[config.mk]
export PLATFORM = sky130hd
export DESIGN_NAME = fetch_unit
export DESIGN_NICKNAME = d
export VERILOG_FILES = /design/src/rtl/fetch_unit_pkg.sv /design/src/rtl/fetch_queue.sv /design/src/rtl/fetch_unit.sv
export SDC_FILE = /design/constraint.sdc
export NUM_CORES = 1
export LEC_CHECK = 0
export CAP_MARGIN = 15
export CORE_MARGIN = 2
export CORE_UTILIZATION = 55
export CTS_CLUSTER_DIAMETER = 40
export CTS_CLUSTER_SIZE = 40
export DETAILED_ROUTE_END_ITERATION = 10
export HOLD_SLACK_MARGIN = 0.08
export PLACE_DENSITY_LB_ADDON = 0.1
export SYNTH_ARGS = -nofsm -noshare
export SYNTH_HDL_FRONTEND = slang
export SYNTH_SLANG_ARGS = --single-unit
[constraint.sdc]
create_clock -name clk -period 5.41 [get_ports clk]
set_clock_uncertainty 0.2 [all_clocks]
set_input_delay 1.623 -clock clk [delete_from_list [all_inputs] [get_ports clk]]
set_output_delay 1.623 -clock clk [all_outputs]
set_load 0.1 [all_outputs]
[src/rtl/fetch_unit_pkg.sv]
// fetch_unit_pkg: default geometry and the fetch-queue entry layout shared by the fetch unit.
package fetch_unit_pkg;
    localparam int PC_W_DEF     = 16;
    localparam int INSTR_W_DEF  = 16;
    localparam int DEPTH_DEF    = 4;
    localparam int RESET_PC_DEF = 0;

    typedef struct packed {
        logic [PC_W_DEF-1:0]    pc;
        logic [INSTR_W_DEF-1:0] instr;
    } fetch_entry_t;
endpackage

[src/rtl/fetch_queue.sv]
// fetch_queue: DEPTH-entry FIFO with synchronous flush; flush wins over push and pop.
module fetch_queue
    import fetch_unit_pkg::*;
#(
    parameter int DEPTH = DEPTH_DEF,
    parameter int W     = PC_W_DEF + INSTR_W_DEF
) (
    input  logic                   clk,
    input  logic                   rst,
    input  logic                   flush,
    input  logic                   push,
    input  logic [W-1:0]           push_data,
    input  logic                   pop,
    output logic [W-1:0]           head_data,
    output logic                   full,
    output logic                   empty,
    output logic [$clog2(DEPTH):0] count
);
    localparam int AW = $clog2(DEPTH);

    logic [W-1:0]  mem_q [DEPTH];
    logic [AW-1:0] rd_q, wr_q;
    logic [AW:0]   cnt_q;
    logic          do_push, do_pop;

    assign do_push   = push && !full;
    assign do_pop    = pop && !empty;
    assign full      = cnt_q == (AW+1)'(DEPTH);
    assign empty     = cnt_q == '0;
    assign count     = cnt_q;
    assign head_data = mem_q[rd_q];

    always_ff @(posedge clk) begin
        if (do_push) mem_q[wr_q] <= push_data;
    end

    always_ff @(posedge clk) begin
        if (rst || flush) begin
            rd_q  <= '0;
            wr_q  <= '0;
            cnt_q <= '0;
        end else begin
            if (do_push) wr_q <= wr_q + AW'(1);
            if (do_pop) rd_q <= rd_q + AW'(1);
            cnt_q <= cnt_q + (AW+1)'(do_push) - (AW+1)'(do_pop);
        end
    end
endmodule

[src/rtl/fetch_unit.sv]
// fetch_unit: in-order instruction fetch with a one-deep in-flight tracker feeding a decode queue.
// Defining FETCH_PERF_EN adds saturating stall/flush counters.
module fetch_unit
    import fetch_unit_pkg::*;
#(
    parameter int              PC_W     = PC_W_DEF,
    parameter int              INSTR_W  = INSTR_W_DEF,
    parameter int              DEPTH    = DEPTH_DEF,
    parameter logic [PC_W-1:0] RESET_PC = PC_W'(RESET_PC_DEF)
) (
    input  logic               clk,
    input  logic               rst,
    output logic               imem_req,
    output logic [PC_W-1:0]    imem_addr,
    input  logic [INSTR_W-1:0] imem_rdata,
    input  logic               redirect_valid,
    input  logic [PC_W-1:0]    redirect_pc,
    output logic               out_valid,
    input  logic               out_ready,
    output logic [PC_W-1:0]    out_pc,
    output logic [INSTR_W-1:0] out_instr
`ifdef FETCH_PERF_EN
    ,
    output logic [31:0]        perf_stall_cnt,
    output logic [31:0]        perf_flush_cnt
`endif
);
    typedef struct packed {
        logic [PC_W-1:0]    pc;
        logic [INSTR_W-1:0] instr;
    } entry_t;

    entry_t                 push_entry, head_entry;
    logic [PC_W-1:0]        pc_q, pc_d, inflight_pc_q;
    logic                   inflight_q, push, pop, full, empty;
    logic [$clog2(DEPTH):0] count;

    assign pop        = out_valid && out_ready;
    assign push       = inflight_q && !redirect_valid && !full;
    // Reserve a slot for the in-flight response so it never finds the queue full.
    assign imem_req   = !rst && !redirect_valid && (int'(count) + int'(inflight_q) - int'(pop) < DEPTH);
    assign imem_addr  = pc_q;
    assign push_entry = {inflight_pc_q, imem_rdata};
    assign out_valid  = !empty;
    assign out_pc     = head_entry.pc;
    assign out_instr  = head_entry.instr;

    always_comb begin
        pc_d = redirect_valid ? redirect_pc : (imem_req ? pc_q + PC_W'(1) : pc_q);
    end

    always_ff @(posedge clk) begin
        if (rst) begin
            pc_q          <= RESET_PC;
            inflight_q    <= 1'b0;
            inflight_pc_q <= RESET_PC;
        end else begin
            pc_q          <= pc_d;
            inflight_q    <= imem_req;
            inflight_pc_q <= pc_q;
        end
    end

    fetch_queue #(
        .DEPTH(DEPTH),
        .W    (PC_W + INSTR_W)
    ) u_queue (
        .clk      (clk),
        .rst      (rst),
        .flush    (redirect_valid),
        .push     (push),
        .push_data(push_entry),
        .pop      (pop),
        .head_data(head_entry),
        .full     (full),
        .empty    (empty),
        .count    (count)
    );

`ifdef FETCH_PERF_EN
    logic [31:0] stall_q, flush_q;

    always_ff @(posedge clk) begin
        if (rst) begin
            stall_q <= '0;
            flush_q <= '0;
        end else begin
            if (!out_valid && stall_q != '1) stall_q <= stall_q + 32'd1;
            if (redirect_valid && flush_q != '1) flush_q <= flush_q + 32'd1;
        end
    end

    assign perf_stall_cnt = stall_q;
    assign perf_flush_cnt = flush_q;
`endif
endmodule

==> run summary <==
final setup vio count = 0
Detailed Place HPWL = 7.550 mm
worst slew pin tran = 1.001 ns
crit path max fanout = 3
number of synthesized flops with an enable pin = 128
f_max = 192.8 MHz
first-pass GRT wire length = 20.12 mm
placer congestion estimate = 0.7933
Cell Rows = 39
Nets = 527
post-synth cell types = 50
Slew HR = 33.06%
filler instances = 757
clk root buf = clkbuf_16
Synth Area in Compound Gates = 4.628%
area share of the leading cell type in the synthesized netlist = 58.27%
Netlist Area Pre-Place = 6596 um^2
initial antenna violation count = 0
area grow syn2layout = 24.34%
Synth Net Count = 433
reg-to-reg endpoint = imem_addr[9]$_SDFFE_PP0P_
Max VDD drop = 233.8 uV
hold_sp = inflight_pc_q[8]$_SDFF_PP0_
Routed WL = 12.35 mm
DRC = 0
Fin Setup TNS = 0 ns
met2 global-route usage = 34.25%
Die Wd = 113.5 um
clock sinks = 170
final max-slew violation count = 0
layout cells sized above 1 = 20.73%
FF-to-FF setup slack = 1.93 ns
Setup crit end kind = output port
ys flop type = edfxtp_1
critical path launch point = out_ready
r2r startpoint = u_queue.count[1]$_SDFF_PN0_
crit path cell chain = dlygate4sd2_1, and2_4, ha_4, inv_1, ha_1, and3b_4, nor4b_4, a211oi_2, nor2_4, buf_12
outcome = complete, no violations
Crit path max-delay family = simple AND/OR/NAND/NOR gates
Die Y = 113.5 um
CTS tree = done
number of global-route vias before repair = 3849
clock latency on the worst-skew pair = 0.41 ns
Final ANT Viol Nets = 0
Area contributors post-synth = edfxtp_1, dfxtp_1, mux4_2
WP data required = 3.59 ns
worst path bufs/invs = 3
CTS clk-pin slew, worst paths = 0.06 ns
CP startpoint kind = primary input
Worst path max stage delay = 0.33 ns
DR vias = 3678
final period utilization = 95.87%
largest family of logic cells by synthesized area = multiplexers
clk buf depth = 2
Multi-input gate area = 1788 um^2
WL per Instance = 19.45 um
Synth Area in Simple Gates = 7.644%
XOR/XNOR Fraction of Synth Area = 0.7967%
Critical Path AT = 3.36 ns
# IOs = 86
Reg area = 4687 um^2
Synth area leader = edfxtp_1
met3 Resource Use GR = 5.101%
critical path type = in2out
Worst Hold Depth = 0
minimum clock period = 5.187 ns
Port-buffer cells = 85
Fin. Hold Viols = 0
top-count cell post-synth = edfxtp_1
initial drt markers = 303
Num CTS Buffers = 17
Cells after Synth = 385
H-tree levels = 4
setup ws final = 0.2233 ns
Hold Path Sink = u_queue.mem_q[1][24]$_DFFE_PP_
GR Util All Layers = 20.68%
Synth Warn # = 0
Slowest-stage cell, CP = nor4b_4
Detailed Routing Iterations Pass 1 = 5
core area = 11560 um^2
maxcap violations = 0
Yosys reg bits = 170
# diodes = 0
Min-Delay Path Class = reg2reg
syn avg cell area = 17.13 um^2
PwrDens = 373.8 nW/um^2
die footprint = 12890 um^2
CTS Hold Buffers Added = 0
RSZ-0062 raised after global routing = false
GR Util met1 = 27.57%
register area share after synthesis = 71.02%
dpl ws = -0.09226 ns
area share of fa/ha/maj cells after synthesis = 2.390%
leakage power = 2.726 nW
fraction of registers with async set/reset = 0%
GR peak layer = met2
commonest cells in the synthesized netlist = edfxtp_1, dfxtp_1, mux4_2
FF-to-FF path depth = 12
drt via density = 5.792
starting density of the core = 57.04%
GR Overflow Total = 0
multiplexer share of the synthesized area = 11.23%
largest net degree at the start of global routing = 36
cell families after synthesis:
group	count (synthesis)
AOI/OAI and AO/OA	39
DFF	170
xor gates and xnor gates	6
muxes	34
and+or+nand+nor	88
buffers and inverters	36
adders and majority gates	12
placed cells by master (no fill, tap or decap), types with 5 or more instances in the layout:
| master | n |
|---|---|
| edfxtp_1 | 128 |
| clkdlybuf4s50_1 | 67 |
| dfxtp_1 | 40 |
| mux4_2 | 32 |
| buf_4 | 25 |
| nor2_1 | 23 |
| clkbuf_16 | 17 |
| inv_1 | 16 |
| nor2b_1 | 14 |
| ha_1 | 10 |
| nand3_1 | 7 |
| nand2_1 | 7 |
| a311oi_1 | 6 |
| o31ai_1 | 5 |
| o21ai_1 | 5 |
| xnor2_1 | 5 |
| nor4_1 | 5 |
flip-flops by register name, indices dropped and copies added, names as in the netlist, named ones only:
signal	flops
u_queue.mem_q	128
imem_addr	16
inflight_pc_q	16
u_queue.count	3
u_queue.rd_q	2
u_queue.wr_q	2
inflight_q	1
report_power, final:
group	internal (mW)	switching (mW)
sequential	1.43	0.0310
clock	0.739	0.474
combinational	0.117	0.270
final cells by class:
class                      count  area share (%)
inverter                      17          0.7780
timing repair buffer          94           10.82
tap                          143           2.182
clock buffer                  21           5.492
multi-input combinational    179           21.80
clock inverter                11           1.785
sequential                   170           57.15
routing by layer:
layer | vias to the layer above | routed length (um)
li1 | 1706 | -
met3 | 13 | 697
met1 | 1829 | 5399
met5 | - | 0
met2 | 130 | 6113
met4 | 0 | 141
per-stage QoR:
stage | power (mW) | utilization, % | instances | hold WS, ns | instance area, um^2
after CTS | 3.080 | 70.92 | 635 | 0.2732 | 8202
after global placement | 1.870 | 65.62 | 602 | 0.2503 | 7589
after global routing | 3.155 | 70.92 | 635 | 0.2934 | 8202
after floorplan | 1.769 | - | 385 | 0.2383 | 6609
after detailed placement | 1.877 | 65.62 | 602 | 0.2584 | 7589
final | 3.065 | 70.92 | 635 | 0.2719 | 8202
worst max path at each step:
stage	endpoint	slack, ns	depth (start not counted)
floorplan	imem_req	0.009	10
global placement	imem_req	-0.02	10
detailed placement	imem_req	-0.09	10
CTS	imem_req	0.22	10
global route	imem_req	0.13	10
finish	imem_req	0.22	10
repair_timing:
| item | CTS | global route |
|---|---|---|
| resized for setup | 2 | 0 |
| setup buffers | 1 | 0 |
| setup endpoints to repair | 1 | 0 |
Power figures use the tool's default switching activity.
